`src/rtl/ww_mlp_sched_if.sv`:
```
// Sample/result handshake bundle between the MLP sequencer and its environment,
// including the drive to and capture from the combinational regressor.
interface ww_mlp_sched_if #(
   parameter int unsigned WIDTH_A  = 4,
   parameter int unsigned NUM_A    = 11,
   parameter int unsigned OUTWIDTH = 21
);
   logic                       in_valid;
   logic                       in_ready;
   logic [NUM_A*WIDTH_A-1:0]   in_data;
   logic [NUM_A*WIDTH_A-1:0]   mlp_inp;
   logic [OUTWIDTH-1:0]        mlp_out;
   logic                       res_valid;
   logic                       res_ready;
   logic [3:0]                 res_class;
   logic [OUTWIDTH-1:0]        res_raw;
   logic                       res_sat;

   modport master (
      output in_valid, in_data, mlp_out, res_ready,
      input  in_ready, mlp_inp, res_valid, res_class, res_raw, res_sat
   );

   modport slave (
      input  in_valid, in_data, mlp_out, res_ready,
      output in_ready, mlp_inp, res_valid, res_class, res_raw, res_sat
   );
endinterface

```
`src/rtl/ww_mlp_sched.sv`:
```
// Sequencer around the combinational white-wine MLP: latches a sample, waits a fixed
// settle time, captures the Q-format result and converts it to a clamped class.
module ww_mlp_sched #(
   parameter int unsigned WIDTH_A       = 4,
   parameter int unsigned NUM_A         = 11,
   parameter int unsigned OUTWIDTH      = 21,
   parameter int unsigned FRAC          = 14,
   parameter int unsigned SETTLE_CYCLES = 8,
   parameter int unsigned CNT_W         = 8,
   parameter int unsigned MAX_CLASS     = 9
) (
   input  logic                clk,
   input  logic                rst,
   ww_mlp_sched_if.slave       bus,
   output logic                busy_o,
   output logic [15:0]         sample_cnt_o
);
   localparam int unsigned DataW = NUM_A * WIDTH_A;
   localparam int unsigned IpW   = OUTWIDTH - FRAC;
   localparam logic [CNT_W-1:0] CntLoad = CNT_W'(SETTLE_CYCLES - 1);
   localparam logic [FRAC-1:0]  Half    = {1'b1, {(FRAC-1){1'b0}}};
   localparam logic [IpW:0]     MaxCls  = (IpW+1)'(MAX_CLASS);

   typedef enum logic [1:0] {StIdle, StSettle, StCapture, StHold} state_e;

   state_e                state_q, state_d;
   logic [CNT_W-1:0]      cnt_q, cnt_d;
   logic [DataW-1:0]      mlp_inp_q, mlp_inp_d;
   logic [OUTWIDTH-1:0]   res_raw_q, res_raw_d;
   logic [3:0]            res_class_q, res_class_d;
   logic                  res_sat_q, res_sat_d;
   logic [15:0]           sample_cnt_q, sample_cnt_d;

   logic [IpW-1:0]        ip;
   logic [FRAC-1:0]       fp;
   logic                  round_up;
   logic [IpW:0]          rounded;
   logic                  sat_c;
   logic [3:0]            class_c;

   // One extra bit on the rounded value so an all-ones integer part cannot wrap.
   assign ip       = bus.mlp_out[OUTWIDTH-1:FRAC];
   assign fp       = bus.mlp_out[FRAC-1:0];
   assign round_up = (fp > Half);
   assign rounded  = {1'b0, ip} + {{IpW{1'b0}}, round_up};
   assign sat_c    = (rounded > MaxCls);
   assign class_c  = sat_c ? 4'(MAX_CLASS) : rounded[3:0];

   assign bus.in_ready  = (state_q == StIdle) || ((state_q == StHold) && bus.res_ready);
   assign bus.mlp_inp   = mlp_inp_q;
   assign bus.res_valid = (state_q == StHold);
   assign bus.res_class = res_class_q;
   assign bus.res_raw   = res_raw_q;
   assign bus.res_sat   = res_sat_q;
   assign busy_o        = (state_q != StIdle);
   assign sample_cnt_o  = sample_cnt_q;

   always_comb begin
      state_d      = state_q;
      cnt_d        = cnt_q;
      mlp_inp_d    = mlp_inp_q;
      res_raw_d    = res_raw_q;
      res_class_d  = res_class_q;
      res_sat_d    = res_sat_q;
      sample_cnt_d = sample_cnt_q;
      unique case (state_q)
         StIdle: begin
            if (bus.in_valid) begin
               mlp_inp_d = bus.in_data;
               cnt_d     = CntLoad;
               state_d   = StSettle;
            end
         end
         StSettle: begin
            if (cnt_q == '0) state_d = StCapture;
            else             cnt_d   = cnt_q - CNT_W'(1);
         end
         StCapture: begin
            res_raw_d   = bus.mlp_out;
            res_class_d = class_c;
            res_sat_d   = sat_c;
            state_d     = StHold;
         end
         StHold: begin
            // A new sample may be taken in the same cycle the result is handed off.
            if (bus.res_ready) begin
               sample_cnt_d = sample_cnt_q + 16'd1;
               if (bus.in_valid) begin
                  mlp_inp_d = bus.in_data;
                  cnt_d     = CntLoad;
                  state_d   = StSettle;
               end else begin
                  state_d = StIdle;
               end
            end
         end
         default: state_d = StIdle;
      endcase
   end

   always_ff @(posedge clk or posedge rst) begin
      if (rst) begin
         state_q      <= StIdle;
         cnt_q        <= '0;
         mlp_inp_q    <= '0;
         res_raw_q    <= '0;
         res_class_q  <= '0;
         res_sat_q    <= 1'b0;
         sample_cnt_q <= '0;
      end else begin
         state_q      <= state_d;
         cnt_q        <= cnt_d;
         mlp_inp_q    <= mlp_inp_d;
         res_raw_q    <= res_raw_d;
         res_class_q  <= res_class_d;
         res_sat_q    <= res_sat_d;
         sample_cnt_q <= sample_cnt_d;
      end
   end
endmodule
```
`src/flat_wrapper.sv`:
```
// flat-port wrapper written by rule: the top's interface ports become plain ports
module ww_mlp_sched_flat 
#(
   parameter int unsigned WIDTH_A       = 4,
   parameter int unsigned NUM_A         = 11,
   parameter int unsigned OUTWIDTH      = 21,
   parameter int unsigned FRAC          = 14,
   parameter int unsigned SETTLE_CYCLES = 8,
   parameter int unsigned CNT_W         = 8,
   parameter int unsigned MAX_CLASS     = 9
)
  (clk, rst, busy_o, sample_cnt_o, bus_in_valid, bus_in_data, bus_mlp_out, bus_res_ready, bus_in_ready, bus_mlp_inp, bus_res_valid, bus_res_class, bus_res_raw, bus_res_sat);
  ww_mlp_sched_if #(.WIDTH_A(WIDTH_A), .NUM_A(NUM_A), .OUTWIDTH(OUTWIDTH)) bus_i ();
  input  logic clk;
  input  logic rst;
  output logic busy_o;
  output logic [15:0] sample_cnt_o;
  input wire logic [$bits(bus_i.in_valid)-1:0] bus_in_valid;
  input wire logic [$bits(bus_i.in_data)-1:0] bus_in_data;
  input wire logic [$bits(bus_i.mlp_out)-1:0] bus_mlp_out;
  input wire logic [$bits(bus_i.res_ready)-1:0] bus_res_ready;
  output wire logic [$bits(bus_i.in_ready)-1:0] bus_in_ready;
  output wire logic [$bits(bus_i.mlp_inp)-1:0] bus_mlp_inp;
  output wire logic [$bits(bus_i.res_valid)-1:0] bus_res_valid;
  output wire logic [$bits(bus_i.res_class)-1:0] bus_res_class;
  output wire logic [$bits(bus_i.res_raw)-1:0] bus_res_raw;
  output wire logic [$bits(bus_i.res_sat)-1:0] bus_res_sat;
  assign bus_i.in_valid = bus_in_valid;
  assign bus_i.in_data = bus_in_data;
  assign bus_i.mlp_out = bus_mlp_out;
  assign bus_i.res_ready = bus_res_ready;
  assign bus_in_ready = bus_i.in_ready;
  assign bus_mlp_inp = bus_i.mlp_inp;
  assign bus_res_valid = bus_i.res_valid;
  assign bus_res_class = bus_i.res_class;
  assign bus_res_raw = bus_i.res_raw;
  assign bus_res_sat = bus_i.res_sat;
  ww_mlp_sched #(.WIDTH_A(WIDTH_A), .NUM_A(NUM_A), .OUTWIDTH(OUTWIDTH), .FRAC(FRAC), .SETTLE_CYCLES(SETTLE_CYCLES), .CNT_W(CNT_W), .MAX_CLASS(MAX_CLASS)) u_core (.clk(clk), .rst(rst), .bus(bus_i), .busy_o(busy_o), .sample_cnt_o(sample_cnt_o));
endmodule
```
`config.mk`:
```
export PLATFORM = sky130hd
export DESIGN_NAME = ww_mlp_sched_flat
export DESIGN_NICKNAME = d
export VERILOG_FILES = /design/src/rtl/ww_mlp_sched_if.sv /design/src/rtl/ww_mlp_sched.sv /design/src/flat_wrapper.sv
export SDC_FILE = /design/constraint.sdc
export NUM_CORES = 1
export LEC_CHECK = 0
export BUFFER_PORTS_ARGS = -buffer_cell sky130_fd_sc_hd__buf_2
export CAP_MARGIN = 25
export CORE_MARGIN = 10
export CORE_UTILIZATION = 35
export CTS_CLUSTER_SIZE = 8
export DETAILED_ROUTE_END_ITERATION = 6
export PLACE_DENSITY = 0.57
export REMOVE_ABC_BUFFERS = 1
export SYNTH_ARGS = -nofsm -noshare
export SYNTH_HDL_FRONTEND = slang
export SYNTH_SLANG_ARGS = --single-unit
```
`constraint.sdc`:
```
create_clock -name clk -period 4.65 [get_ports clk]
set_input_delay 1.395 -clock clk [delete_from_list [all_inputs] [get_ports clk]]
set_output_delay 1.395 -clock clk [all_outputs]
set_load 0.03 [all_outputs]
```
Word level (Yosys, flattened, before mapping)
Index checks and enable logic that the tools add are counted.
{ "totals": {"input_bits": 69, "regBits": 96, "wordCells": 43, "output_inout_bits": 89} }
{ "classes": {"mux": 13, "add_sub_neg": 3, "reduce_logical": 11, "eq_ne": 7, "n_lt_le_gt_ge": 2} }
{ "op_table": {"columns": ["cell", "n"], "rows": [
  ["$mux 44", 2],
  ["$pmux 44 s2", 1],
  ["$mux 8", 3],
  ["$pmux 8 s3", 1],
  ["$add 16x1->16 const B", 1],
  ["$gt 14x14->1 const B", 1],
  ["$add 7x1->8", 1],
  ["$gt 8x4->1 const B", 1],
  ["$logic_not 8->1", 1],
  ["$pmux 2 s4", 1],
  ["$sub 8x1->8 const B", 1],
  ["$mux 2", 3],
  ["$ne 2x2->1 const B", 3],
  ["$reduce_and 3->1", 2],
  ["$eq 2x2->1 const B", 2],
  ["$mux 4", 1],
  ["$reduce_and 2->1", 2],
  ["$reduce_bool 2->1", 2],
  ["$reduce_bool 3->1", 1],
  ["$eq 2x1->1 const B", 1],
  ["$logic_not 2->1", 1],
  ["$ne 2x1->1 const B", 1],
  ["$logic_and 1x1->1", 1],
  ["$logic_or 1x1->1", 1],
  ["$mux 1", 1]
]} }

Logic depth before layout (Yosys ltp)
{ "depth": {"depth_word": 4, "depth_mapped": 8, "mapped_depth_nobuf": 8} }

Least setup slack after synthesis
OpenSTA, ideal clock, no wires.
{ "synth_timing": {"path_kind": "input -> register", "startpoint": "in bus_mlp_out[1]", "endpoint": "reg u_core.res_class_q[0], in the netlist u_core.bus.res_class[0]", "arrival_time_ps": 3124, "stages": 8, "setup_time_ps": 137, "slack_ps": 1388, "t_required_ps": 4513, "path_buffers": 0, "path_cell_list": "nor4_1 a41oi_1 ha_1 ha_1 o21a_1 o22a_1 a211oi_1 a21oi_1"} }
{ "synth_via": {"elab_chain_len": 4} }
{ "synth_lines": {"columns": ["element", "line", "rtl"], "rows": [
  ["start, declared", "flat_wrapper.sv:20", "input wire logic [$bits(bus_i.mlp_out)-1:0] bus_mlp_out;"],
  ["$gt 14x14->1 (*)", "ww_mlp_sched.sv:44", "assign round_up = (fp > Half);"],
  ["$add 7x1->8 (*)", "ww_mlp_sched.sv:45", "assign rounded = {1'b0, ip} + {{IpW{1'b0}}, round_up};"],
  ["$gt 8x4->1", "ww_mlp_sched.sv:46", "assign sat_c = (rounded > MaxCls);"],
  ["$mux 4 (*)", "ww_mlp_sched.sv:47", "assign class_c = sat_c ? 4'(MAX_CLASS) : rounded[3:0];"],
  ["end signal, assigned", "ww_mlp_sched.sv:115", "res_class_q <= res_class_d;"],
  ["end, declared", "ww_mlp_sched.sv:30", "logic [3:0] res_class_q, res_class_d;"]
]} }
Every way passes the cells marked *; elsewhere a longest branch is shown, timed or not.
A chain may end at the register's enable or synchronous reset.

Final worst setup path
{ "layout_timing": {"startpoint": "in bus_mlp_out[1]", "endpoint": "reg u_core.res_class_q[2], in the netlist u_core.bus.res_class[2]"} }
The elaborated chain is that of the path after synthesis.

==> metrics.yaml <==
holdWs_ns: 0.466
syn_area_mm2: 0.00418
r2r_cells: 7
port_buffers: 157
cellPowerDensity_mw_per_mm2: 755
vias: 3033
cts_tree: "done"
cp_max_fo: 5
grt_overflow: 0
hpwl_mm: 8.19
relSlewSlack_pct: 51.9
synthTopCellsByArea: "dfrtp_1 (58%), mux2_2 (18%), ha_1 (3.3%), xnor2_1 (1.9%), xor2_1 (1.5%)"
cts_resized: 0
area_growth_pct: 31.2
rr_startpoint: "u_core.state_q[0]"
path_cells: "buf_2 -> nor4_1 -> a41oi_1 -> ha_1 -> ha_1 -> o21a_1 -> o22a_1 -> a211oi_1 -> a22o_1"
antenna_found_initial: 1
postRouteAntennaNets: 0
dpl_worst_slack_ns: 0.963
start_util_pct: 36.1
crit_start: "bus_mlp_out[1]"
critPathLaunchType: "input pin"
fmax_mhz: 299
drive_gt1_share_pct: 51.0
clkTransAtPathRegs_ns: 0.06
async_flop_share_pct: 100
fin_nets: 559
ctsHoldBuffers: 0
place.gp.congestion: 0.777
synthFlopType: "dfrtp_1"
status: "complete, no violations"
setup_ws_ns: 1.31
critPathSlowestCell: "a211oi_1"
rows: 39
yosysWarnings: 0
yosys.area.top_type_share_pct: 57.5
dieArea_mm2: 0.0167
core_area_mm2: 0.0116
syn_inst: 316
worstSetupPathType: "input pin to flip-flop"
avgSynthCellArea_um2: 13.2
numCtsBuffers: 9
p_clk_share_pct: 20.0
synth-edff-count: 0
wl_per_cell_um: 16.8
cts_setup_buffers: 0
finalSetupViolCount: 0
switching_share_pct: 41.5
period_minus_slack_ns: 3.34
critPathCaptureType: "flip-flop"
clock_sinks: 96
grt_max_degree: 58
fp.dieH_um: 129
worst_pin_slew_ns: 0.722
p_int_mw: 2.42
period_share_pct: 71.9
p_switching_mw: 1.72
routed_wirelength_mm: 10.6
max_stage_delay_ns: 0.47
grt_pass1_wl_mm: 16.4
grt_pass1_vias: 3192
yosys.area.top_type: "dfrtp_1"
synth_cell_types: 43
cp-endpoint: "u_core.bus.res_class[2]"
slew_violations: 0
p_leak_nw: 2.66
yosys_register_bits: 96
seq_power_share_pct: 33.2
synth-seq-area-share_pct: 57.5
rsz0062_at_grt: "no"
maxCapViolCount: 0
ir_worst_vdd_mv: 0.349
viasPerCell: 4.83
dr.pass1.iters: 5
grt_usage_pct: 12.4
critical_path_arrival_ns: 3.62
p_comb_share_pct: 46.8
clk_latency_ns: 0.34
crit_path_frequent_cell: "ha_1"
drt_iter0_markers: 192
htreeDepth: 3
reg2reg_to: "u_core.bus.res_class[2]"
io_pins: 158
fin_setup_tns_ns: 0
die_w_um: 129
drc: 0
clockBufferDepth: 2
hp-class: "flip-flop to flip-flop"
required_ns: 4.93
clock-root-buffer: "clkbuf_16"
hold_viol_final: 0
r2r_slack_ns: 2.35
skew_ns: 0.00701
cells in the mapped netlist, drive strengths merged (3+ instances only):
master  count
nor2b       4
mux2i       3
nor2       13
o41ai       3
buf         7
or4         3
xor2        7
o21ai       4
inv        12
mux2       66
nand4       4
or3         4
dfrtp      96
and4        3
and3        6
nor4        5
a31oi       3
xnor2       9
a21oi       7
nor3        4
ha         11
nand2      10
nand3       9
area by class of cell:
cell class / count / area, um^2
Clock buffer: 13 / 240
Timing Repair Buffer: 161 / 828
Sequential cell: 96 / 2400
Fill cell: 1076 / 6080
Antenna cell: 1 / 2.50
Multi-Input combinational cell: 199 / 1690
Tap cell: 143 / 179
Clock inverter: 3 / 90.1
Inverter: 12 / 47.5
state kept, by name (all words and copies together) (netlist names):
register	cells
u_core.bus.mlp_inp	44
u_core.state_q	2
u_core.cnt_q	8
u_core.bus.res_raw	21
u_core.bus.res_class	4
u_core.sample_cnt_o	16
u_core.bus.res_sat	1
cells by family (layout without fill, tap and decap cells):
| logic type | after synthesis | count (layout) | synth area share, % |
|---|---|---|---|
| AO/OA/AOI/OAI | 33 | 33 | 5.99 |
| XOR/XNOR | 16 | 16 | 3.35 |
| adder cells (fa/ha/maj) | 11 | 11 | 3.29 |
| buffers and inverters | 21 | 189 | 2.07 |
| flip-flops | 96 | 96 | 57.5 |
| multiplexers | 69 | 69 | 18.5 |
| other | 0 | 1 | 0 |
| AND/OR/NAND/NOR | 70 | 70 | 9.28 |
power by group through the flow:
stage	combinational (mW)	clock [mW]	sequential, mW
4_1_cts	1.96	0.856	1.38
3_5_place_dp	1.96	0	1.39
3_3_place_gp	1.94	0	1.38
5_1_grt	2.08	0.892	1.43
6_report	1.94	0.827	1.37
2_1_floorplan	0.723	0	2.03
critical path, delay by kind of cell:
kind                     cells  cell delay, ns
adder cells (fa/ha/maj)      2            0.60
AND/OR/NAND/NOR              1            0.28
buffers and inverters        1            0.11
AO/OA/AOI/OAI                5            1.23
per-layer routing:
layer / GRT usage [%] / share of wire, % / up-vias / wire [um]
li1: - / - / 1471 / -
met4: 4.95 / 1.4 / 0 / 148
met5: 0 / 0 / - / 0
met3: 5.30 / 9.5 / 12 / 1000
met2: 21.0 / 48 / 94 / 5050
met1: 13.6 / 41 / 1456 / 4360
worst min path at each step:
stage	start	endpoint	cells past startpoint
finish	u_core.sample_cnt_o[15]	u_core.sample_cnt_o[15]	1
CTS	u_core.sample_cnt_o[15]	u_core.sample_cnt_o[15]	1
detailed placement	u_core.sample_cnt_o[15]	u_core.sample_cnt_o[15]	1
global placement	u_core.sample_cnt_o[15]	u_core.sample_cnt_o[15]	1
global route	u_core.sample_cnt_o[15]	u_core.sample_cnt_o[15]	1
floorplan	u_core.cnt_q[1]	u_core.cnt_q[1]	2
cell usage in the layout, fill, tap and decap left out, types with 5 or more instances in the layout:
| cell | n |
|---|---|
| nand3_1 | 9 |
| nand2_1 | 9 |
| mux2_2 | 66 |
| dfrtp_1 | 96 |
| and3_1 | 6 |
| xnor2_1 | 9 |
| inv_1 | 11 |
| ha_1 | 11 |
| buf_2 | 157 |
| nor2_1 | 13 |
| a21oi_1 | 7 |
| xor2_1 | 7 |
| nor4_1 | 5 |
| clkbuf_16 | 9 |
through the flow:
stage / power (mW) / util [%] / std cells / cell area (um^2)
5_1_grt: 4.40 / 47.4 / 627 / 5480
3_5_place_dp: 3.35 / 44.3 / 610 / 5130
2_1_floorplan: 2.75 / - / 307 / 4140
4_1_cts: 4.20 / 47.2 / 626 / 5460
3_3_place_gp: 3.32 / 44.3 / 610 / 5130
6_report: 4.14 / 47.4 / 628 / 5480
(Power assumes the default switching activity.)
